[config.mk]
export PLATFORM = sky130hd
export DESIGN_NAME = reglist_sequencer
export DESIGN_NICKNAME = d
export VERILOG_FILES = /design/src/rtl/reglist_sequencer.sv
export SDC_FILE = /design/constraint.sdc
export NUM_CORES = 1
export LEC_CHECK = 0
export CAP_MARGIN = 10
export CORE_MARGIN = 3
export CORE_UTILIZATION = 49
export DETAILED_ROUTE_END_ITERATION = 10
export PLACE_DENSITY_LB_ADDON = 0.08
export SETUP_SLACK_MARGIN = 0.05
export SKIP_LAST_GASP = 1
export SYNTH_ARGS = -nofsm -noshare
export SYNTH_HDL_FRONTEND = slang
export SYNTH_SLANG_ARGS = --single-unit
[constraint.sdc]
create_clock -name clk -period 9.6 [get_ports clk]
set_input_delay 1.44 -clock clk [delete_from_list [all_inputs] [get_ports clk]]
set_output_delay 1.44 -clock clk [all_outputs]
set_load 0.02 [all_outputs]
[src/rtl/reglist_sequencer.sv]
// -----------------------------------------------------------------------------
// reglist_sequencer
//   Multi-register transfer engine for LDM/STM-class instructions. On start it
//   captures the instruction fields and then walks the 16-bit register list in
//   ascending order, one register per cycle:
//     STM: reads the register file and writes the word to data memory.
//     LDM: reads data memory and writes the word to the register file
//          (R15 goes to the PC load port instead).
//   A final WB cycle optionally writes the updated base back, then the block
//   returns to IDLE. The controller stalls fetch while busy is high.
//
// Ports
//   clk, reset      rising-edge clock, synchronous active-high reset
//   start           launch a transfer (sampled only in IDLE)
//   is_load/up/pre  LDM vs STM, increment vs decrement, pre vs post index
//   writeback       write the final base value to base_reg
//   base_reg, base  base register number and base address value
//   reglist         bit i set = transfer Ri
//   rf_rd           register-file read data for rf_ra (combinational)
//   mem_rdata       data-memory read data for mem_addr (combinational)
//   rf_ra           register-file read address (STM)
//   rf_we/wa/wd     register-file write port (LDM R0-R14, base writeback)
//   pc_we/pc_wd     PC load port (LDM with R15 in the list)
//   mem_addr        data-memory byte address
//   mem_we/mem_wdata data-memory write port (STM)
//   busy            high in every XFER and WB cycle
//   done            one-cycle pulse in the WB cycle
// -----------------------------------------------------------------------------
module reglist_sequencer #(
    parameter int DATA_W = 32,
    parameter int ADDR_W = 32
) (
    input  logic              clk,
    input  logic              reset,
    input  logic              start,
    input  logic              is_load,
    input  logic              up,
    input  logic              pre,
    input  logic              writeback,
    input  logic [3:0]        base_reg,
    input  logic [DATA_W-1:0] base,
    input  logic [15:0]       reglist,
    input  logic [DATA_W-1:0] rf_rd,
    input  logic [DATA_W-1:0] mem_rdata,
    output logic [3:0]        rf_ra,
    output logic              rf_we,
    output logic [3:0]        rf_wa,
    output logic [DATA_W-1:0] rf_wd,
    output logic              pc_we,
    output logic [DATA_W-1:0] pc_wd,
    output logic [ADDR_W-1:0] mem_addr,
    output logic              mem_we,
    output logic [DATA_W-1:0] mem_wdata,
    output logic              busy,
    output logic              done
);

    typedef enum logic [1:0] {
        IDLE = 2'd0,
        XFER = 2'd1,
        WB   = 2'd2
    } state_t;

    localparam logic [ADDR_W-1:0] WORD = ADDR_W'(4);

    state_t            state;
    logic [15:0]       pend;      // registers still to transfer
    logic              ld_r;      // captured is_load
    logic              wbwe_r;    // WB cycle must write the base register
    logic [3:0]        breg_r;
    logic [ADDR_W-1:0] addr;
    logic [DATA_W-1:0] final_r;

    function automatic logic [4:0] popcount16(input logic [15:0] v);
        logic [4:0] c;
        c = 5'd0;
        for (int i = 0; i < 16; i++) begin
            c = c + 5'(v[i]);
        end
        return c;
    endfunction

    function automatic logic [3:0] lowest_set(input logic [15:0] v);
        logic [3:0] r;
        r = 4'd0;
        for (int i = 15; i >= 0; i--) begin
            if (v[i]) begin
                r = 4'(i);
            end
        end
        return r;
    endfunction

    // Start address and final base derived from the launch inputs.
    logic [4:0]        n_c;
    logic [ADDR_W-1:0] step_c;
    logic [ADDR_W-1:0] base_a;
    logic [ADDR_W-1:0] start_addr_c;
    logic [ADDR_W-1:0] final_c;
    logic              wbwe_c;

    always_comb begin
        n_c    = popcount16(reglist);
        step_c = ADDR_W'(n_c) << 2;
        base_a = ADDR_W'(base);
        if (up) begin
            start_addr_c = pre ? (base_a + WORD) : base_a;
            final_c      = base_a + step_c;
        end else begin
            // Decrementing modes still place the lowest register at the lowest
            // address, so the walk starts at the bottom of the block.
            start_addr_c = pre ? (base_a - step_c) : (base_a - step_c + WORD);
            final_c      = base_a - step_c;
        end
        // A loaded base wins over writeback; an empty list leaves the base
        // untouched, so no write is issued at all.
        wbwe_c = writeback && (reglist != 16'd0) && !(is_load && reglist[base_reg]);
    end

    logic [3:0] cur;
    logic       last;

    assign cur  = lowest_set(pend);
    assign last = ((pend & (pend - 16'd1)) == 16'd0);

    always_ff @(posedge clk) begin
        if (reset) begin
            state  <= IDLE;
            pend   <= 16'd0;
            ld_r   <= 1'b0;
            wbwe_r <= 1'b0;
        end else begin
            case (state)
                IDLE: begin
                    if (start) begin
                        ld_r   <= is_load;
                        wbwe_r <= wbwe_c;
                        pend   <= reglist;
                        state  <= (reglist != 16'd0) ? XFER : WB;
                    end
                end
                XFER: begin
                    pend <= pend & ~(16'd1 << cur);
                    if (last) begin
                        state <= WB;
                    end
                end
                WB: begin
                    state <= IDLE;
                end
                default: begin
                    state <= IDLE;
                end
            endcase
        end
    end

    // Address/base datapath: loaded at start, stepped once per XFER cycle.
    always_ff @(posedge clk) begin
        if (state == IDLE && start) begin
            addr    <= start_addr_c;
            final_r <= DATA_W'(final_c);
            breg_r  <= base_reg;
        end else if (state == XFER) begin
            addr <= addr + WORD;
        end
    end

    // Output decode: everything is gated by state so IDLE drives all zeros.
    logic st_act;
    logic ld_act;
    logic wb_we;
    logic is_pc;

    assign st_act = (state == XFER) && !ld_r;
    assign ld_act = (state == XFER) && ld_r;
    assign wb_we  = (state == WB) && wbwe_r;
    assign is_pc  = (cur == 4'd15);

    assign busy      = (state != IDLE);
    assign done      = (state == WB);
    assign mem_addr  = (state == XFER) ? addr : '0;
    assign mem_we    = st_act;
    assign mem_wdata = st_act ? rf_rd : '0;
    assign rf_ra     = st_act ? cur : 4'd0;
    assign rf_we     = (ld_act && !is_pc) || wb_we;
    assign rf_wa     = ld_act ? cur : (wb_we ? breg_r : 4'd0);
    assign rf_wd     = ld_act ? mem_rdata : (wb_we ? final_r : '0);
    assign pc_we     = ld_act && is_pc;
    assign pc_wd     = (ld_act && is_pc) ? mem_rdata : '0;

endmodule
==> flow_summary.ini, run 1 <==
[synth]
synthTopCellsByArea = edfxtp_1 23%, xnor2_1 6.3%, xor2_1 5.1%
yosys.area.top_type_share = 0.225
synthCells = 1140
synthSimpleGateAreaFrac = 0.294
synth.avg_cell_area_um2 = 7.96
yosysUniqueCellTypes = 72
async_flop_share = 0
synthAdderAreaFrac = 0.0552
synth_edf_count = 68
synth_top_family_by_area = simple AND/OR/NAND/NOR gates
ys_seq_elements = 88
yosysMostFrequentCell = nand2_1
yosys.area.top_type = edfxtp_1
ys_seq_area_frac = 0.269
synth_xor_area_frac = 0.114
synthTopCellsByCount = 102 x nand2_1, 96 x nor2_1, 73 x and2_1
synth_nets = 1295
syn_area_um2 = 9070
synthMuxAreaShare = 0.0327
synth_compound_area_frac = 0.183
yosysWarningCount = 0
synth_flop_cell = edfxtp_1

[setup_path]
path_cells = clkdlybuf4s50_1 -> inv_1 -> fa_1 -> fa_1 -> fa_1 -> fa_1 -> inv_1 -> ha_1 -> a21o_1 -> a21oi_1 -> xnor2_1 -> ha_1 -> nor2b_1 -> o21bai_1 -> nand4_1 -> or3_1 -> a211oi_1 -> nand4_1 -> nor3b_1 -> xor2_1 -> a21oi_1
r2r-start = pend[9]$_SDFFE_PP0P_
cpMostUsedCell = fa_1
worst-path-max-fanout = 9
r2r_slack_ns = 6.78
reg2reg_depth = 7
timing.rr.end = pend[15]$_SDFFE_PP0P_
setup.worst_path.start_class = primary input
critPathSlowestCell = fa_1
worstSetupEndpointType = flip-flop
cp.arrival_ns = 8.16
path_class = primary input to flip-flop
max_stage_delay_ns = 0.57
required_ns = 9.68

[die]
num_rows = 49
coreArea_um2 = 18100
die_area_um2 = 20200
start_util = 0.502
fp.dieH_um = 142
io_pins = 264
fp.dieW_um = 142

[clock_network]
ctsResizeCount = 0
post_cts_buffers = 0
hold_buffers = 0
cts_sinks = 88
clk_pin_slew_worst_paths_ns = 0.07
cts_buffer_depth = 2
cts_tree = yes
clock_latency_ns = 0.36
cts-root-buf = clkbuf_16
htreeDepth = 3
numCtsBuffers = 9

[global_routing]
grt_max_degree = 89
antenna_found_initial = 1
grt_pass1_wl_mm = 49.6
grtUsageTotal = 0.308
gr-total-overflow = 0
grt_pass1_vias = 8989

[route]
viasPerCell = 6.11
drt_first_pass_iters = 9
drt_wl_total_mm = 32.2
num_vias = 9683
wl_per_cell_um = 20.3
ant_nets = 0
drtIter0Drc = 1098
drc_errors = 0

[worst_hold_path]
hold_path_end = wbwe_r$_SDFFE_PP0P_
hp-class = flip-flop to flip-flop
min-delay-start = wbwe_r$_SDFFE_PP0P_
whs_path_depth = 2

[timing]
setup_ws_ns = 1.52
skew_ns = 0.00813
hold_violations = 0
rsz0062_at_grt = false
period_share = 0.842
finalSetupTns_ns = 0
fmax_mhz = 124
hold_slack_ns = 0.484
setup_viol = 0
period_needed_ns = 8.08
drv_slew = 0
relSlewSlack = 0.197
worst_pin_slew_ns = 1.20

[placement]
io_buffers = 263
placed_area_um2 = 11800
place.gp.congestion = 0.964
dp_hpwl_mm = 24.9
preCtsSetupSlack_ns = 1.23

[cells_and_area]
syn_to_final_growth_pct = 33.3
fin_nets = 1505
drive_above_1_share = 0.0391
fin_area_um2 = 12100

[pwr]
ir_worst_vdd_v = 0.000240
powerDensity_nw_per_um2 = 195
p_leak_nw = 4.51

[outcome]
status = finished, final reports clean

[job]
cap_violations = 0
## layout make-up
| class | count | area (µm²) |
|---|---|---|
| Multi-Input combinational cell | 929 | 6160 |
| Fill cell | 1597 | 5990 |
| Timing Repair Buffer | 274 | 2730 |
| Sequential cell | 88 | 2440 |
| Tap cell | 229 | 287 |
| Clock buffer | 10 | 250 |
| Inverter | 48 | 180 |
| Clock inverter | 6 | 38.8 |
| Antenna cell | 1 | 2.50 |
## cell usage in the layout (no fill, tap or decap), types with 5 or more instances in the layout
cell type,netlist,final
fa_1,12,12
mux4_2,6,6
or3_1,13,13
a31oi_1,7,7
mux2i_1,15,15
a22o_1,34,34
nor3_1,44,44
o22ai_1,17,17
nand3b_1,5,5
nor4_1,18,18
a211oi_1,5,5
a21o_1,8,8
or2_2,7,7
a21oi_1,57,57
a22oi_1,9,9
inv_1,47,47
dfxtp_1,20,20
nand3_1,46,46
nand2_1,102,102
ha_1,20,20
o21bai_1,5,5
buf_4,0,10
clkdlybuf4s50_1,0,262
edfxtp_1,68,68
nor2_1,96,96
xnor2_1,65,65
o31ai_1,10,10
and2_1,73,72
clkbuf_16,0,10
a21boi_0,5,5
nand4_1,20,20
o21ai_0,47,47
and3_1,49,49
o211ai_1,7,7
xor2_1,53,53
and4_1,12,12
## per-stage QoR
stage | utilization | power (mW) | std cells
2_1_floorplan | - | 1.53 | 1140
3_3_place_gp | 0.651 | 1.98 | 1567
3_5_place_dp | 0.651 | 1.98 | 1567
4_1_cts | 0.667 | 2.35 | 1583
5_1_grt | 0.669 | 2.53 | 1585
6_report | 0.669 | 2.36 | 1585
## how the worst max path moves through the flow
stage | from | end | slack (ns) | cells past startpoint
floorplan | reglist[0] | addr[27]$_DFFE_PP_ | 2.29 | 20
CTS | reglist[0] | addr[31]$_DFFE_PP_ | 1.59 | 21
detailed placement | reglist[5] | addr[23]$_DFFE_PP_ | 1.23 | 21
finish | reglist[0] | addr[31]$_DFFE_PP_ | 1.52 | 21
global route | reglist[11] | addr[31]$_DFFE_PP_ | 0.99 | 21
global placement | reglist[0] | addr[27]$_DFFE_PP_ | 1.32 | 21
## per-layer routing
| metal | up-vias | part of all wire | GRT usage |
|---|---|---|---|
| met1 | 4546 | 0.40 | 0.407 |
| met2 | 532 | 0.49 | 0.530 |
| met3 | 54 | 0.084 | 0.0477 |
| li1 | 4551 | - | - |
| met4 | 0 | 0.021 | 0.0778 |
| met5 | - | 0 | 0 |
## registers in the layout, indices dropped and copies added (netlist names)
signal / count
wbwe_r: 1
state: 2
pend: 16
addr: 32
breg_r: 4
ld_r: 1
final_r: 32
## power breakdown
group / internal [mW] / switching (mW) / leakage (nW)
clock: 0.192 / 0.163 / 0.148
combinational: 0.556 / 0.820 / 3.54
sequential: 0.548 / 0.0785 / 0.821
total: 1.30 / 1.06 / 4.51
## cell families after synthesis
kind of cell | after synthesis
multiplexers | 22
XOR/XNOR | 118
AND/OR/NAND/NOR | 509
buffers and inverters | 123
flip-flops | 88
adder cells (fa/ha/maj) | 33
AO/OA/AOI/OAI | 247
## critical path: cells and delay by family
kind	cells	cell delay (ns)
simple gates	5	1.57
buf+inv	3	0.65
fa+ha+maj	6	2.73
xor+xnor	2	0.31
compound gates	5	1.44
No activity file was read; power rests on OpenSTA's default activity.
==> run 2: changes to the inputs <==
--- a/config.mk
+++ b/config.mk
@@ -7,7 +7,7 @@
 export LEC_CHECK = 0
 export CAP_MARGIN = 10
 export CORE_MARGIN = 3
-export CORE_UTILIZATION = 49
+export CORE_UTILIZATION = 45
 export DETAILED_ROUTE_END_ITERATION = 10
 export PLACE_DENSITY_LB_ADDON = 0.08
 export SETUP_SLACK_MARGIN = 0.05
==> constraint.sdc (replaced) <==
create_clock -name clk -period 7.1 [get_ports clk]
set_input_delay 1.065 -clock clk [delete_from_list [all_inputs] [get_ports clk]]
set_output_delay 1.065 -clock clk [all_outputs]
set_load 0.02 [all_outputs]
==> run 2 against run 1 <==
Non-clock buffer count increased by 113. Hold slack improved by 0.0019 ns. Die area increased by 8.5%. Power increased by 50%. Via count increased by 4.7%. Utilization decreased by 0.13 points. Clock skew increased by 0.00053 ns. Sequential power increased by 35%. Critical path depth increased by 2. Routed wire length increased by 4.6%. Register-to-register slack got worse by 2.7 ns. Global-route usage decreased by 1.3 points. Highest routed layer unchanged.
==> flow_summary.ini, run 2 (synthesized netlist as in run 1, its figures left out) <==
[setup_path]
critPathSlowestCell = fa_1
path_buf_inv = 6
max_stage_delay_ns = 0.52
path_class = primary input to flip-flop
cpMostUsedCell = fa_1
r2r_slack_ns = 4.07
required_ns = 7.21
worst-path-stages = 23
cp.arrival_ns = 6.96
setup.worst_path.start_class = primary input
worst-path-max-fanout = 4
critPathTopFamily = adder cells
path_cells = dlygate4sd2_1 -> inv_1 -> fa_1 -> fa_1 -> fa_2 -> fa_1 -> inv_1 -> ha_4 -> fa_2 -> a21o_1 -> and2_4 -> ha_4 -> nor2b_1 -> or3_4 -> buf_6 -> or3_1 -> a211o_1 -> buf_4 -> a21oi_1 -> nand4_1 -> buf_4 -> a2111o_1 -> o221a_2
reg2reg_depth = 10
worstSetupEndpointType = flip-flop

[die]
fp.dieW_um = 148
fp.dieH_um = 148
start_util = 0.462
io_pins = 264
num_rows = 51
die_area_um2 = 21900
coreArea_um2 = 19700

[clock_network]
clock_latency_ns = 0.36
clk_pin_slew_worst_paths_ns = 0.06
cts-root-buf = clkbuf_16
htreeDepth = 3
cts_tree = yes
cts_sinks = 88
cts_buffer_depth = 2
numCtsBuffers = 9

[timing]
period_needed_ns = 6.85
period_share = 0.965
fmax_mhz = 146
skew_ns = 0.00865
hold_violations = 0
worst_pin_slew_ns = 1.08
relSlewSlack = 0.278
setup_ws_ns = 0.252
setup_viol = 0
rsz0062_at_grt = false
finalSetupTns_ns = 0
drv_slew = 0

[route]
drt_wl_total_mm = 33.7
num_vias = 10100
drt_first_pass_iters = 7
viasPerCell = 5.85
drc_errors = 0
ant_nets = 0
wl_per_cell_um = 19.4
drtIter0Drc = 1128

[pwr]
netSwitchingFraction = 0.439
p_sw_mw = 1.55
internal_power_mw = 1.99
power_frac_comb = 0.630
p_clk_frac = 0.131
p_seq_frac = 0.239
powerDensity_nw_per_um2 = 270
p_leak_nw = 5.12
ir_worst_vdd_v = 0.000460

[cells_and_area]
fin_nets = 1618
num-fill-cells = 1764
reg.largest.list = addr x32, final_r x32, pend x16
drive_above_1_share = 0.126
final_util = 0.667
final-seq-area_um2 = 2440
multi_input_area_um2 = 6270
final_common_cell = clkdlybuf4s50_1
layout_common_cells = 253 x clkdlybuf4s50_1, 121 x buf_4, 102 x nand2_1, 95 x nor2_1, 71 x and2_1
syn_to_final_growth_pct = 44.5
antenna_cells = 0

[placement]
dp_hpwl_mm = 26.2
io_buffers = 263
preCtsSetupSlack_ns = -0.575
place.gp.congestion = 0.991

[global_routing]
grt_pass1_wl_mm = 51.8
grt_max_degree = 66
grtUsageTotal = 0.295
gr-total-overflow = 0
grt_pass1_vias = 9515
antenna_found_initial = 0

[worst_hold_path]
hp-class = flip-flop to flip-flop
whs_path_depth = 2

[job]
cap_violations = 0

[outcome]
status = finished, final reports clean
[run 2: layout make-up]
type                       instances  share of cell area
multi-input combinational        929               0.478
timing repair buffer             387               0.276
sequential                        88               0.186
tap                              265              0.0253
clock buffer                      10              0.0175
inverter                          48              0.0137
clock inverter                     6             0.00334
[run 2: worst reg2reg max path: cells and delay by family (launching register included)]
kind | cells | cell delay (ns)
flops | 1 | 0.33
buf+inv | 4 | 1.46
simple gates | 4 | 0.69
compound gates | 2 | 0.41
[run 2: metrics by stage]
| step | total power [mW] | instance area (µm²) | instances | hold WS, ns |
|---|---|---|---|---|
| 3_3_place_gp | 2.96 | 12700 | 1713 | 0.462 |
| 3_5_place_dp | 2.99 | 12700 | 1713 | 0.469 |
| 6_report | 3.54 | 13100 | 1733 | 0.485 |
| 5_1_grt | 3.77 | 13100 | 1733 | 0.509 |
| 4_1_cts | 3.49 | 13000 | 1731 | 0.484 |
| 2_1_floorplan | 2.07 | 9070 | 1140 | 0.447 |
[run 2: power by group through the flow]
stage	logic (mW)	registers, mW	clock network (mW)
after global routing	2.42	0.866	0.483
after global placement	2.11	0.855	0
after floorplan	1.25	0.821	0
final	2.23	0.848	0.462
after detailed placement	2.13	0.858	0
after CTS	2.18	0.846	0.466
[run 2: worst paths after layout]
| path | from | endpoint |
|---|---|---|
| worst max-delay path | reglist[15] | addr[17]$_DFFE_PP_ |
| worst min-delay path | wbwe_r$_SDFFE_PP0P_ | wbwe_r$_SDFFE_PP0P_ |
| worst max register to register | state[1]$_SDFFE_PP0P_ | pend[2]$_SDFFE_PP0P_ |
| worst min register to register | wbwe_r$_SDFFE_PP0P_ | wbwe_r$_SDFFE_PP0P_ |
[run 2: routing by layer]
layer / track usage / part of all wire / vias up / wire, µm
met3: 0.0518 / 0.084 / 77 / 2830
li1: - / - / 4778 / -
met1: 0.382 / 0.40 / 4773 / 13600
met5: 0 / 0 / - / 0
met4: 0.107 / 0.034 / 0 / 1140
met2: 0.495 / 0.48 / 509 / 16100
[run 2: repair_timing]
action                                  4_1_cts  5_1_grt
resized for setup                             9       23
hold buffers                                  0        0
buffers inserted                              2        1
endpoints found under the setup margin       20       23
pin swaps                                    11       18
==> run 3: changes to the inputs <==
==> constraint.sdc (replaced) <==
create_clock -name clk -period 7.1 [get_ports clk]
set_input_delay 1.065 -clock clk [delete_from_list [all_inputs] [get_ports clk]]
set_output_delay 1.065 -clock clk [all_outputs]
set_load 0.05 [all_outputs]
==> results of run 3 <==
The final DEF is identical to that of run 2. Status: finished, final reports clean.
Among the figures that moved: total power 3.54 mW -> 3.72 mW
